**src/rtl/alu_muldiv_seq.sv**
```systemverilog
// alu_muldiv_seq: iterative RV32M multiply/divide unit for the EX stage.
// Build option: define MULDIV_FAST_MUL_EN for a single-cycle multiplier.
//
// Ports:
//   clk, rst        rising-edge clock, async active-high reset
//   flush           kill any accepted or in-flight op
//   in_valid/ready  op request handshake (ready only in IDLE)
//   op, rs1, rs2    funct3 and operands
//   tag_in/tag_out  sideband tag returned with the result
//   out_valid/ready result handshake; result held until taken
//   result          op result
//   busy            unit is in CALC or DONE
module alu_muldiv_seq #(
    parameter int XLEN  = 32,
    parameter int TAG_W = 5
) (
    input  logic             clk,
    input  logic             rst,
    input  logic             flush,
    input  logic             in_valid,
    output logic             in_ready,
    input  logic [2:0]       op,
    input  logic [XLEN-1:0]  rs1,
    input  logic [XLEN-1:0]  rs2,
    input  logic [TAG_W-1:0] tag_in,
    output logic             out_valid,
    input  logic             out_ready,
    output logic [XLEN-1:0]  result,
    output logic [TAG_W-1:0] tag_out,
    output logic             busy
);

    localparam int CW = $clog2(XLEN) + 1;
    localparam logic [XLEN-1:0] MIN_NEG  = {1'b1, {(XLEN-1){1'b0}}};
    localparam logic [XLEN-1:0] ALL_ONES = {XLEN{1'b1}};

    typedef enum logic [1:0] {
        S_IDLE,
        S_CALC,
        S_DONE
    } state_t;

    state_t              r_state;
    state_t              w_next;
    logic [2:0]          r_op;
    logic [TAG_W-1:0]    r_tag;
    logic [XLEN-1:0]     r_m;
    logic [XLEN-1:0]     r_result;
    logic [2*XLEN-1:0]   r_acc;
    logic                r_neg;
    logic [CW-1:0]       r_cnt;

    logic                w_accept;
    logic                w_is_div;
    logic                w_s1;
    logic                w_s2;
    logic                w_sa;
    logic                w_sb;
    logic [XLEN-1:0]     w_a_mag;
    logic [XLEN-1:0]     w_b_mag;
    logic                w_neg_in;
    logic                w_div0;
    logic                w_ovf;
    logic                w_mul0;
    logic                w_special;
    logic [XLEN-1:0]     w_spec_res;
    logic                w_short;
    logic [XLEN-1:0]     w_short_res;
    logic [XLEN:0]       w_mul_sum;
    logic [XLEN:0]       w_div_sh;
    logic [XLEN:0]       w_div_diff;
    logic [2*XLEN-1:0]   w_acc_next;
    logic [2*XLEN-1:0]   w_prod;
    logic [XLEN-1:0]     w_quo;
    logic [XLEN-1:0]     w_rem;
    logic [XLEN-1:0]     w_fin;
    logic                w_last;

    // ---------------- accept-side decode ----------------
    assign w_accept = in_valid & in_ready & ~flush;
    assign w_is_div = op[2];

    // MUL only needs the low half, which is sign-agnostic.
    assign w_s1 = w_is_div ? ~op[0] : (op[1:0] == 2'b01 || op[1:0] == 2'b10);
    assign w_s2 = w_is_div ? ~op[0] : (op[1:0] == 2'b01);
    assign w_sa = w_s1 & rs1[XLEN-1];
    assign w_sb = w_s2 & rs2[XLEN-1];
    assign w_a_mag = w_sa ? -rs1 : rs1;
    assign w_b_mag = w_sb ? -rs2 : rs2;

    // Remainder follows the dividend; everything else the xor of signs.
    assign w_neg_in = (w_is_div & op[1]) ? w_sa : (w_sa ^ w_sb);

    assign w_div0 = w_is_div & (rs2 == '0);
    assign w_ovf  = w_is_div & ~op[0] & (rs1 == MIN_NEG) & (rs2 == ALL_ONES);
    assign w_mul0 = ~w_is_div & ((rs1 == '0) | (rs2 == '0));
    assign w_special = w_div0 | w_ovf | w_mul0;

    always_comb begin
        w_spec_res = '0;
        unique case (1'b1)
            w_div0:  w_spec_res = op[1] ? rs1 : ALL_ONES;
            w_ovf:   w_spec_res = op[1] ? '0 : rs1;
            default: w_spec_res = '0;
        endcase
    end

`ifdef MULDIV_FAST_MUL_EN
    logic [2*XLEN-1:0] w_fast_mag;
    logic [2*XLEN-1:0] w_fast_prod;
    logic [XLEN-1:0]   w_fast_res;

    assign w_fast_mag  = {{XLEN{1'b0}}, w_a_mag} * {{XLEN{1'b0}}, w_b_mag};
    assign w_fast_prod = w_neg_in ? -w_fast_mag : w_fast_mag;
    assign w_fast_res  = (op[1:0] == 2'b00) ? w_fast_prod[XLEN-1:0]
                                            : w_fast_prod[2*XLEN-1:XLEN];
    assign w_short     = w_special | ~w_is_div;
    assign w_short_res = w_special ? w_spec_res : w_fast_res;
`else
    assign w_short     = w_special;
    assign w_short_res = w_spec_res;
`endif

    // ---------------- iteration step ----------------
    // Multiply: acc = {partial hi, multiplier}, shift right each step.
    assign w_mul_sum = {1'b0, r_acc[2*XLEN-1:XLEN]}
                     + {1'b0, (r_acc[0] ? r_m : {XLEN{1'b0}})};

    // Divide: acc = {remainder, dividend}, shift left each step.
    assign w_div_sh   = r_acc[2*XLEN-1:XLEN-1];
    assign w_div_diff = w_div_sh - {1'b0, r_m};

    always_comb begin
        w_acc_next = {w_mul_sum, r_acc[XLEN-1:1]};
        if (r_op[2]) begin
            if (w_div_diff[XLEN])
                w_acc_next = {w_div_sh[XLEN-1:0], r_acc[XLEN-2:0], 1'b0};
            else
                w_acc_next = {w_div_diff[XLEN-1:0], r_acc[XLEN-2:0], 1'b1};
        end
    end

    assign w_prod = r_neg ? -w_acc_next : w_acc_next;
    assign w_quo  = r_neg ? -w_acc_next[XLEN-1:0] : w_acc_next[XLEN-1:0];
    assign w_rem  = r_neg ? -w_acc_next[2*XLEN-1:XLEN]
                          : w_acc_next[2*XLEN-1:XLEN];

    always_comb begin
        w_fin = w_rem;
        case (r_op)
            3'b000:                 w_fin = w_prod[XLEN-1:0];
            3'b001, 3'b010, 3'b011: w_fin = w_prod[2*XLEN-1:XLEN];
            3'b100, 3'b101:         w_fin = w_quo;
            default:                w_fin = w_rem;
        endcase
    end

    assign w_last = (r_cnt == CW'(XLEN-1));

    // ---------------- FSM ----------------
    always_ff @(posedge clk or posedge rst) begin
        if (rst) r_state <= S_IDLE;
        else     r_state <= w_next;
    end

    always_comb begin
        w_next = r_state;
        case (r_state)
            S_IDLE: if (w_accept) w_next = w_short ? S_DONE : S_CALC;
            S_CALC: begin
                if (flush)       w_next = S_IDLE;
                else if (w_last) w_next = S_DONE;
            end
            S_DONE: if (flush | out_ready) w_next = S_IDLE;
            default: w_next = S_IDLE;
        endcase
    end

    always_comb begin
        in_ready  = (r_state == S_IDLE);
        out_valid = (r_state == S_DONE);
        busy      = (r_state != S_IDLE);
    end

    assign result  = r_result;
    assign tag_out = r_tag;

    // ---------------- datapath ----------------
    always_ff @(posedge clk or posedge rst) begin
        if (rst) begin
            r_op     <= '0;
            r_tag    <= '0;
            r_m      <= '0;
            r_acc    <= '0;
            r_neg    <= 1'b0;
            r_cnt    <= '0;
            r_result <= '0;
        end else if (w_accept) begin
            r_op  <= op;
            r_tag <= tag_in;
            r_cnt <= '0;
            r_neg <= w_neg_in;
            r_m   <= w_is_div ? w_b_mag : w_a_mag;
            r_acc <= {{XLEN{1'b0}}, (w_is_div ? w_a_mag : w_b_mag)};
            if (w_short) r_result <= w_short_res;
        end else if (r_state == S_CALC && !flush) begin
            r_acc <= w_acc_next;
            r_cnt <= r_cnt + CW'(1);
            if (w_last) r_result <= w_fin;
        end
    end

endmodule

```
**config.mk**
```make
export PLATFORM = sky130hd
export DESIGN_NAME = alu_muldiv_seq
export DESIGN_NICKNAME = d
export VERILOG_FILES = /design/src/rtl/alu_muldiv_seq.sv
export SDC_FILE = /design/constraint.sdc
export NUM_CORES = 1
export LEC_CHECK = 0
export BUFFER_PORTS_ARGS = -buffer_cell sky130_fd_sc_hd__buf_4
export CORE_ASPECT_RATIO = 0.7
export CORE_MARGIN = 1.5
export CORE_UTILIZATION = 40
export CTS_CLUSTER_DIAMETER = 50
export CTS_CLUSTER_SIZE = 28
export DETAILED_ROUTE_END_ITERATION = 8
export PLACE_DENSITY_LB_ADDON = 0.15
export SLEW_MARGIN = 10
export SYNTH_ARGS = -nofsm -noshare
export SYNTH_HDL_FRONTEND = slang
export SYNTH_SLANG_ARGS = --single-unit
```
**constraint.sdc**
```tcl
create_clock -name clk -period 7.04 [get_ports clk]
set_input_delay 1.408 -clock clk [delete_from_list [all_inputs] [get_ports clk]]
set_output_delay 1.408 -clock clk [all_outputs]
set_load 0.03 [all_outputs]
```
# ---- Word level (Yosys, flattened, before mapping)
# Cells that the tools add are included.
dict set report classes {
  addsub 8
  eq_ne 16
  n_mux 31
  bitwise_logic 18
  n_reduce_logical 14
}
# operator count
set ops {}
lappend ops {{two-way mux 32 bit} 13}
lappend ops {{two-way mux 64 bit} 5}
lappend ops {{negation 32 bit} 4}
lappend ops {{case mux 32 bit (3 select lines)} 1}
lappend ops {{== test 32 bit (second input constant)} 2}
lappend ops {{zero test 32 bit} 2}
lappend ops {{negation 64 bit} 1}
lappend ops {{case mux 32 bit (2 select lines)} 1}
lappend ops {{adder 32 x 32 -> 33 bit} 1}
lappend ops {{subtractor 33 x 32 -> 33 bit} 1}
lappend ops {{two-way mux 6 bit} 2}
lappend ops {{bitwise AND 1 bit} 10}
lappend ops {{two-way mux 2 bit} 5}
lappend ops {{adder 6 x 1 -> 6 bit (second input constant)} 1}
lappend ops {{== test 3 x 2 -> 1 bit (second input constant)} 2}
lappend ops {{== test 3 bit (second input constant)} 2}
lappend ops {{== test 6 x 5 -> 1 bit (second input constant)} 1}
lappend ops {{inequality test 2 x 1 -> 1 bit (second input constant)} 3}
lappend ops {{case mux 2 bit (3 select lines)} 1}
lappend ops {{AND reduction 3 bit} 2}
lappend ops {{nonzero test 2 bit} 3}
lappend ops {{== test 2 x 1 -> 1 bit (second input constant)} 2}
lappend ops {{== test 2 bit (second input constant)} 2}
lappend ops {{bitwise OR 1 bit} 4}
lappend ops {{12 further kinds} 16}
dict set report totals {
  reg_bits 145
  inputBits 77
  word_cells 95
}

# ---- Depth between registers and ports, before layout
# Gate-level depths: netlist of run 1.
dict set report logic_depth {
  word_depth 9
  mapped_depth 22
}

# ---- Worst setup path before layout of run 1
# No wires, ideal clock.
dict set report synth_path {
  path_type {in2reg}
  from {input port rs1[18]}
  to {register r_result[29], in the netlist result[29]}
  t_arrival_ns 4.517
  required_ns 6.944
  path_slack_ns 2.427
  cell_stages 13
  n_path_buf 2
  cell_sequence {or4_1 or3_1 or4_1 or3_1 nor3_1 inv_1 o21ai_1 and2_1 clkbuf_1 clkbuf_1 o21a_1 a21oi_1 o31ai_1}
}
dict set report synth_between {
  elab_chain_cells 7
}
# item line_no
set synth_lines {}
lappend synth_lines {{start: declaration} 23} ;# input logic [XLEN-1:0] rs1,
lappend synth_lines {{== test 32 bit} 95} ;# assign w_ovf = w_is_div & ~op[0] & (rs1 == MIN_NEG) & (rs2 == ALL_ONES);
lappend synth_lines {{bitwise AND 1 bit (2 in a row)} 95}
lappend synth_lines {{bitwise OR 1 bit (2 in a row)} 97} ;# assign w_special = w_div0 | w_ovf | w_mul0;
lappend synth_lines {{inequality test 2 x 1 -> 1 bit (no source line)} --}
lappend synth_lines {{AND reduction 3 bit (no source line)} --}
lappend synth_lines {{end signal: assignment} 205} ;# if (w_short) r_result <= w_short_res;
lappend synth_lines {{end signal: assignment} 209} ;# if (w_last) r_result <= w_fin;
lappend synth_lines {{end: declaration} 48} ;# logic [XLEN-1:0] r_result;
# Several ways; a longest one is shown, not always the timed one. The select of a mux whose other input is x is not followed.
# A chain may end at the register's enable or synchronous reset.

# ---- Worst setup path after layout of run 1
dict set report layout_path {
  from {register r_acc[31]}
  to {register r_result[30], in the netlist result[30]}
}
dict set report layout_between {
  elab_chain_cells 9
}
# item line_no
set layout_lines {}
lappend layout_lines {{start: declaration} 49} ;# logic [2*XLEN-1:0] r_acc;
lappend layout_lines {{start signal: assignment} 204} ;# r_acc <= {{XLEN{1'b0}}, (w_is_div ? w_a_mag : w_b_mag)};
lappend layout_lines {{start signal: assignment} 207} ;# r_acc <= w_acc_next;
lappend layout_lines {{subtractor 33 x 32 -> 33 bit} 131} ;# assign w_div_diff = w_div_sh - {1'b0, r_m};
lappend layout_lines {{two-way mux 64 bit} 136} ;# if (w_div_diff[XLEN])
lappend layout_lines {{two-way mux 64 bit *} 135} ;# if (r_op[2]) begin
lappend layout_lines {{negation 64 bit, or another cell as far along} 143} ;# assign w_prod = r_neg ? -w_acc_next : w_acc_next;
lappend layout_lines {{two-way mux 64 bit, or another cell as far along} 143}
lappend layout_lines {{case mux 32 bit (3 select lines) *} 150} ;# case (r_op)
lappend layout_lines {{two-way mux 32 bit *} 209}
lappend layout_lines {{two-way mux 32 bit *} 206} ;# end else if (r_state == S_CALC && !flush) begin
lappend layout_lines {{two-way mux 32 bit *} 198} ;# end else if (w_accept) begin
# Mark *: on every way between the ends. The rest lies on a longest branch, timed or not. The select of a mux whose other input is x is not followed.

==> results.toml, run 1 <==
[power]
pwr-share-clk = 0.122
intPower_mw = 3.820
switching_share = 0.5630
ir_worst_vdd_v = 0.0001998
power_leakage_nw = 7.468
total_power_mw = 8.741
p_sw_mw = 4.921
power_density_nw_per_um2 = 481.0
pwr-share-seq = 0.163
combinationalPowerShare = 0.715

[timing]
fmax_ghz = 0.1686
fin_crit_sh = 0.8427
relSlewSlack = 0.1222
worst_clock_skew_ns = 0.01274
setup_tns_ns = 0
setup_viol = 0
hold_viol = 0
drv_slew = 0
min_period_ns = 5.932
grt_setup_unrepaired = "false"
worstMarginPinSlew_ns = 1.284

[yosys]
ys.flop_type = "dfrtp_1"
synth_cell_types = 102
synth_top_area_cell = "dfrtp_1"
ys_seq_area_frac = 0.2233
synth_top_area_frac = 0.2233
async_flop_share = 1.000
syn_area_per_cell_sq_um = 7.446
synthTopCellsByArea = "dfrtp_1 22%, o21ai_0 7.2%, xnor2_1 6.0%"
ys_warn_count = 0
synth_edf_count = 0
syn_nets = 2332
syn-cell-area_sq_um = 16250
ys_ff_latch = 145
syn-instance-count = 2182

[clock_tree]
cts_resized = 0
clkLatencyLatePin_ns = 0.47
cts_setup_buffers = 0
cts_buffer_depth = 2
clock_sinks = 145
tritoncts = "yes"
hold_buffers = 0
numCtsBuffers = 17
cts_root_buffer = "clkbuf_16"
clk_pin_slew_worst_paths_ns = 0.07
htreeDepth = 4

[placement]
hpwlAfterDp_microns = 55930
io_buffers = 116
gp_congestion = 1.015
dp_cells = 2728

[floorplan]
placementRows = 61
pin_count = 117
fp.dieW_microns = 243.9
dieArea_sq_um = 41850
die_y_microns = 171.6
initial_core_util = 0.4078
core_sq_um = 39840

[global_route]
grt_overflow = 0
antenna_found_initial = 7
grt_max_degree = 88
grt_pass1_vias = 15614
grt_pass1_wl_microns = 103200
grt_usage = 0.3340

[setup_path]
ff2ff_path_depth = 21
critPathArrivalTime_ns = 6.29
critPathMaxFanout = 14
critical_path_class = "reg -> reg"
crit_required_ns = 7.40
start_kind = "flop"
endpoint_kind = "flop"

[detailed_routing]
via_per_inst = 6.435
routedWlPerCell_microns = 25.91
ant_nets = 0
drtIter0Drc = 2284
first_pass_iters = 6
num_vias = 17785
routed_wl_microns = 71630
drc = 0

[layout]
final_common_cell = "nand2_1"
instances_no_fill = 2764
area_growth_pct = 11.85
layout_common_cells = "257 x nand2_1, 233 x o21ai_0, 177 x nor2_1, 163 x a21oi_1, 149 x buf_4"
final_net_count = 2362
drive_above_1_share = 0.1124

[run]
cap_violations = 0

[hold_path]
whs_path_depth = 2
hold_class = "reg -> reg"

[status]
outcome = "complete, no violations"
[cells by family after synthesis]
logic type,share of synthesized area
and+or+nand+nor,0.2172
xor gates and xnor gates,0.1035
DFF,0.2233
adders and majority gates,0.05714
muxes,0.03142
buffers and inverters,0.05067
AOI/OAI and AO/OA,0.3167
[state kept, by name, indices dropped and copies added (netlist names)]
register and cells:
result 32, r_neg 1, r_state 2, r_op 3
r_m 32, r_cnt 6, r_acc 64, tag_out 5
[final cells by class]
class	count	area, sq um
flip-flops and latches	145	3633
well taps	535	669.4
fillers	4088	21670
diodes	4	10.01
inverters	68	260.3
clock buffers	18	429.2
repair buffers	149	1119
clock inverters	14	227.7
multi-input cells	1831	11820
[path summary, 6_finish.rpt]
check / slack (ns) / end / from
setup / recovery: 1.11 / result[30] / r_acc[31]
hold / removal: 0.48 / tag_out[4] / tag_out[4]
setup reg to reg: 1.11 / result[30] / r_acc[31]
hold reg to reg: 0.48 / tag_out[4] / tag_out[4]
max in group asynchronous: 4.76 / r_m[15] / rst
min in group asynchronous: 1.05 / r_state[1] / rst
[cells in the mapped netlist (10+ instances only)]
cell type,number
nand2_1,258
o21ai_0,233
nor2_1,179
a21oi_1,163
dfrtp_1,145
xnor2_1,112
clkbuf_1,92
xor2_1,80
ha_1,71
inv_1,67
o211ai_1,56
and2_1,44
a21o_1,42
mux2i_1,42
nand3_1,39
nor3_1,38
o31ai_1,36
a31oi_1,33
nand4_1,33
a211oi_1,29
buf_2,25
or3_1,25
o21a_1,20
buf_1,17
a22o_1,16
o22ai_1,14
and3_1,13
o221ai_1,13
nand2b_1,12
nor2b_1,12
nor4_1,12
o41ai_1,12
nand3b_1,11
o21ai_1,10
or4_1,10
[critical path, cell delays in order, from the launching register on]
cell	delay, ns
dfrtp_1	0.45
inv_1	0.08
ha_1	0.17
inv_1	0.06
fa_1	0.42
a211o_1	0.33
and4_4	0.18
o211ai_1	0.42
a21boi_4	0.19
o21ai_4	0.45
nand2_1	0.50
nand2_1	0.19
a31oi_1	0.16
inv_1	0.17
ha_1	0.28
nand2_1	0.13
nor3b_1	0.40
nand3_1	0.28
o31ai_1	0.36
xnor2_1	0.10
a221o_1	0.32
a22o_1	0.18
[metrics by stage]
step	cell area, sq um	hold WS [ns]	util	setup WS, ns
after global placement	17510	0.4594	0.4394	1.163
after global routing	18160	0.5105	0.4559	0.7715
after floorplan	16250	0.4632	-	1.737
after CTS	18160	0.4810	0.4559	1.277
final	18170	0.4822	0.4561	1.108
after detailed placement	17510	0.4658	0.4394	1.162
[per-layer routing]
layer | vias up | global-route usage | share of wire
li1 | 8097 | - | -
met1 | 8545 | 0.5024 | 0.46
met2 | 1040 | 0.4266 | 0.38
met3 | 99 | 0.1211 | 0.13
met4 | 4 | 0.1025 | 0.024
met5 | - | 0.01059 | 0.0010
[power by group through the flow]
| stage | sequential [mW] | clock, mW | combinational, mW |
|---|---|---|---|
| 2_1_floorplan | 1.34 | 0 | 4.14 |
| 3_3_place_gp | 1.42 | 0 | 5.92 |
| 3_5_place_dp | 1.43 | 0 | 5.96 |
| 4_1_cts | 1.41 | 1.07 | 5.99 |
| 5_1_grt | 1.46 | 1.11 | 6.61 |
| 6_report | 1.43 | 1.06 | 6.25 |
(Power assumes the default switching activity.)
==> run 2, diff against run 1 <==
--- a/config.mk
+++ b/config.mk
@@ -5,6 +5,7 @@
 export SDC_FILE = /design/constraint.sdc
 export NUM_CORES = 1
 export LEC_CHECK = 0
+export ABC_AREA = 1
 export BUFFER_PORTS_ARGS = -buffer_cell sky130_fd_sc_hd__buf_4
 export CORE_ASPECT_RATIO = 0.7
 export CORE_MARGIN = 1.5
==> constraint.sdc (replaced) <==
create_clock -name clk -period 6.15 [get_ports clk]
set_input_delay 1.23 -clock clk [delete_from_list [all_inputs] [get_ports clk]]
set_output_delay 1.23 -clock clk [all_outputs]
set_load 0.03 [all_outputs]
==> run 2 against run 1 <==
Net effect:
- flip-flop and latch count did not move
- utilization is 0.40 points lower
- fmax up 12%
- clock power is essentially flat
- largest cell class unchanged
- total power increased by 38%
- sequential share of layout area fell by 1.7 points
- largest power group unchanged
- worst hold slack better by 0.012 ns
- synthesized area up 11%
- global-route usage increased by 5.3 points
- highest routed layer unchanged
- clock skew up 0.0026 ns
- first-iteration DRC count grew 45%
- design area is 9.6% higher
==> results.toml, run 2 <==
[global_route]
grt_overflow = 0
grt_pass1_wl_microns = 131400
grt_util_met1 = 0.5864
grt_pass1_vias = 19788
grt_max_degree = 87
antenna_found_initial = 6
met3_usage = 0.1671
grt_util_met2 = 0.4767
grt_usage = 0.3869
busiest_layer = "met1"

[detailed_routing]
drtIter0Drc = 3308
first_pass_iters = 6
drc = 0
via_per_inst = 5.820
routed_wl_microns = 91640
num_vias = 22170
routedWlPerCell_microns = 24.06
ant_nets = 0

[clock_tree]
cts_setup_buffers = 0
htreeDepth = 4
cts_resized = 0
clkLatencyLatePin_ns = 0.47
numCtsBuffers = 17
clock_sinks = 145
hold_buffers = 0
cts_root_buffer = "clkbuf_16"
clk_pin_slew_worst_paths_ns = 0.07
cts_buffer_depth = 2
tritoncts = "yes"

[yosys]
yosysMostFrequentCell = "nand2_1"
ys_warn_count = 0
ys_seq_area_frac = 0.2018
synthTopCellsByArea = "dfrtp_1 20%, nand2_1 19%, inv_1 11%"
synth_edf_count = 0
synth_top_area_cell = "dfrtp_1"
syn_nets = 3284
ys_ff_latch = 145
synth_common_cells = "929 x nand2_1, 505 x inv_1, 328 x nor2_1"
ys.flop_type = "dfrtp_1"
synth_cell_types = 54
syn-cell-area_sq_um = 17980
syn_area_per_cell_sq_um = 5.737
syn-instance-count = 3134
synth_top_area_frac = 0.2018
async_flop_share = 1.000

[setup_path]
crit_required_ns = 6.54
cp_slowest_stage_delay_ns = 0.41
rr_endpoint = "result[18]"
cp_slowest_cell = "fa_1"
critPathArrivalTime_ns = 5.66
start_kind = "flop"
timing.rr.start = "r_acc[31]"
critPathMaxFanout = 14
cp_common_cell = "nand2_1"
endpoint_kind = "flop"
ff2ff_path_depth = 34
r2r_slack_ns = 0.87
critical_path_class = "reg -> reg"

[power]
pwr-share-clk = 0.087
power_leakage_nw = 10.51
total_power_mw = 12.07
pwr-share-seq = 0.141
combinationalPowerShare = 0.771
p_sw_mw = 7.756
switching_share = 0.6424
power_density_nw_per_um2 = 606.3
ir_worst_vdd_v = 0.0002452
intPower_mw = 4.318

[placement]
gp_congestion = 1.050
detailed_place.area_sq_um = 19340
io_buffers = 116
dp_slack_ns = 1.026
hpwlAfterDp_microns = 75230

[run]
cap_violations = 0

[layout]
largest_reg_flops = 64
drive_above_1_share = 0.08595
stdcell_area_sq_um = 19910
layout_common_cells = "929 x nand2_1, 503 x inv_1, 325 x nor2_1, 254 x nand3_1, 174 x o21ai_0"
final_net_count = 3348
regMostFlops = "r_acc"
area_growth_pct = 10.75
final_common_cell = "nand2_1"

[floorplan]
dieArea_sq_um = 46250
placementRows = 64
fp.dieW_microns = 256.4
pin_count = 117
die_y_microns = 180.4
initial_core_util = 0.4083
core_sq_um = 44040

[timing]
drv_slew = 0
setup_viol = 0
fmax_ghz = 0.1895
fin_ws_ns = 0.8733
grt_setup_unrepaired = "false"
relSlewSlack = 0.3366
setup_tns_ns = 0
hold_viol = 0
fin_crit_sh = 0.8580
worstMarginPinSlew_ns = 0.9846
worst_clock_skew_ns = 0.01534
min_period_ns = 5.277

[hold_path]
hold_class = "reg -> reg"
hold_end = "tag_out[2]"
whs_path_depth = 2
min_from = "tag_out[2]"

[status]
outcome = "complete, no violations"
## run 2: layout make-up
type                    instances  area (sq um)
fillers                      4861         24130
clock inverters                12         93.84
repair buffers                147          1104
clock buffers                  20         466.7
multi-input cells            2373         11930
diodes                          4         10.01
inverters                     514          1934
flip-flops and latches        145          3633
well taps                     594         743.2
## run 2: how the worst max path moves through the flow
stage / startpoint / end
final: r_acc[31] / result[18]
after global routing: r_acc[31] / result[18]
after CTS: r_acc[31] / result[18]
after detailed placement: r_acc[31] / result[18]
after global placement: rs1[1] / result[18]
after floorplan: rst / r_acc[0]
## run 2: power groups by stage
| stage | logic [mW] | clock network (mW) | registers [mW] |
|---|---|---|---|
| final | 9.31 | 1.06 | 1.70 |
| after CTS | 8.90 | 1.06 | 1.67 |
| after global routing | 9.95 | 1.10 | 1.73 |
| after detailed placement | 8.86 | 0 | 1.68 |
| after floorplan | 5.54 | 0 | 1.73 |
| after global placement | 8.89 | 0 | 1.66 |
## run 2: logic make-up (layout without fill, tap and decap cells)
group,after synthesis,in the layout,share of synthesized area
and+or+nand+nor,1701,1701,0.4022
buffers and inverters,616,693,0.1363
AOI/OAI and AO/OA,502,502,0.1608
DFF,145,145,0.2018
xor gates and xnor gates,97,97,0.04725
adders and majority gates,73,73,0.05163
other,0,4,0
## run 2: critical path: cells and delay by family, from the launching register on
family	cells	cell delay, ns
AOI/OAI and AO/OA	1	0.15
buffers and inverters	4	0.41
and+or+nand+nor	26	3.47
DFF	1	0.37
adders and majority gates	3	0.76
## run 2: metal layers
metal,routed length (microns),share of wire
met1,42590,0.46
met2,32790,0.36
met3,13890,0.15
met4,2329,0.025
met5,41,0.00045
## run 2: through the flow
step	std cells	hold WS, ns	utilization
floorplan	3134	0.4540	-
global placement	3773	0.4672	0.4392
detailed placement	3773	0.4728	0.4392
CTS	3805	0.4980	0.4519
global route	3805	0.5223	0.4519
finish	3809	0.4938	0.4522
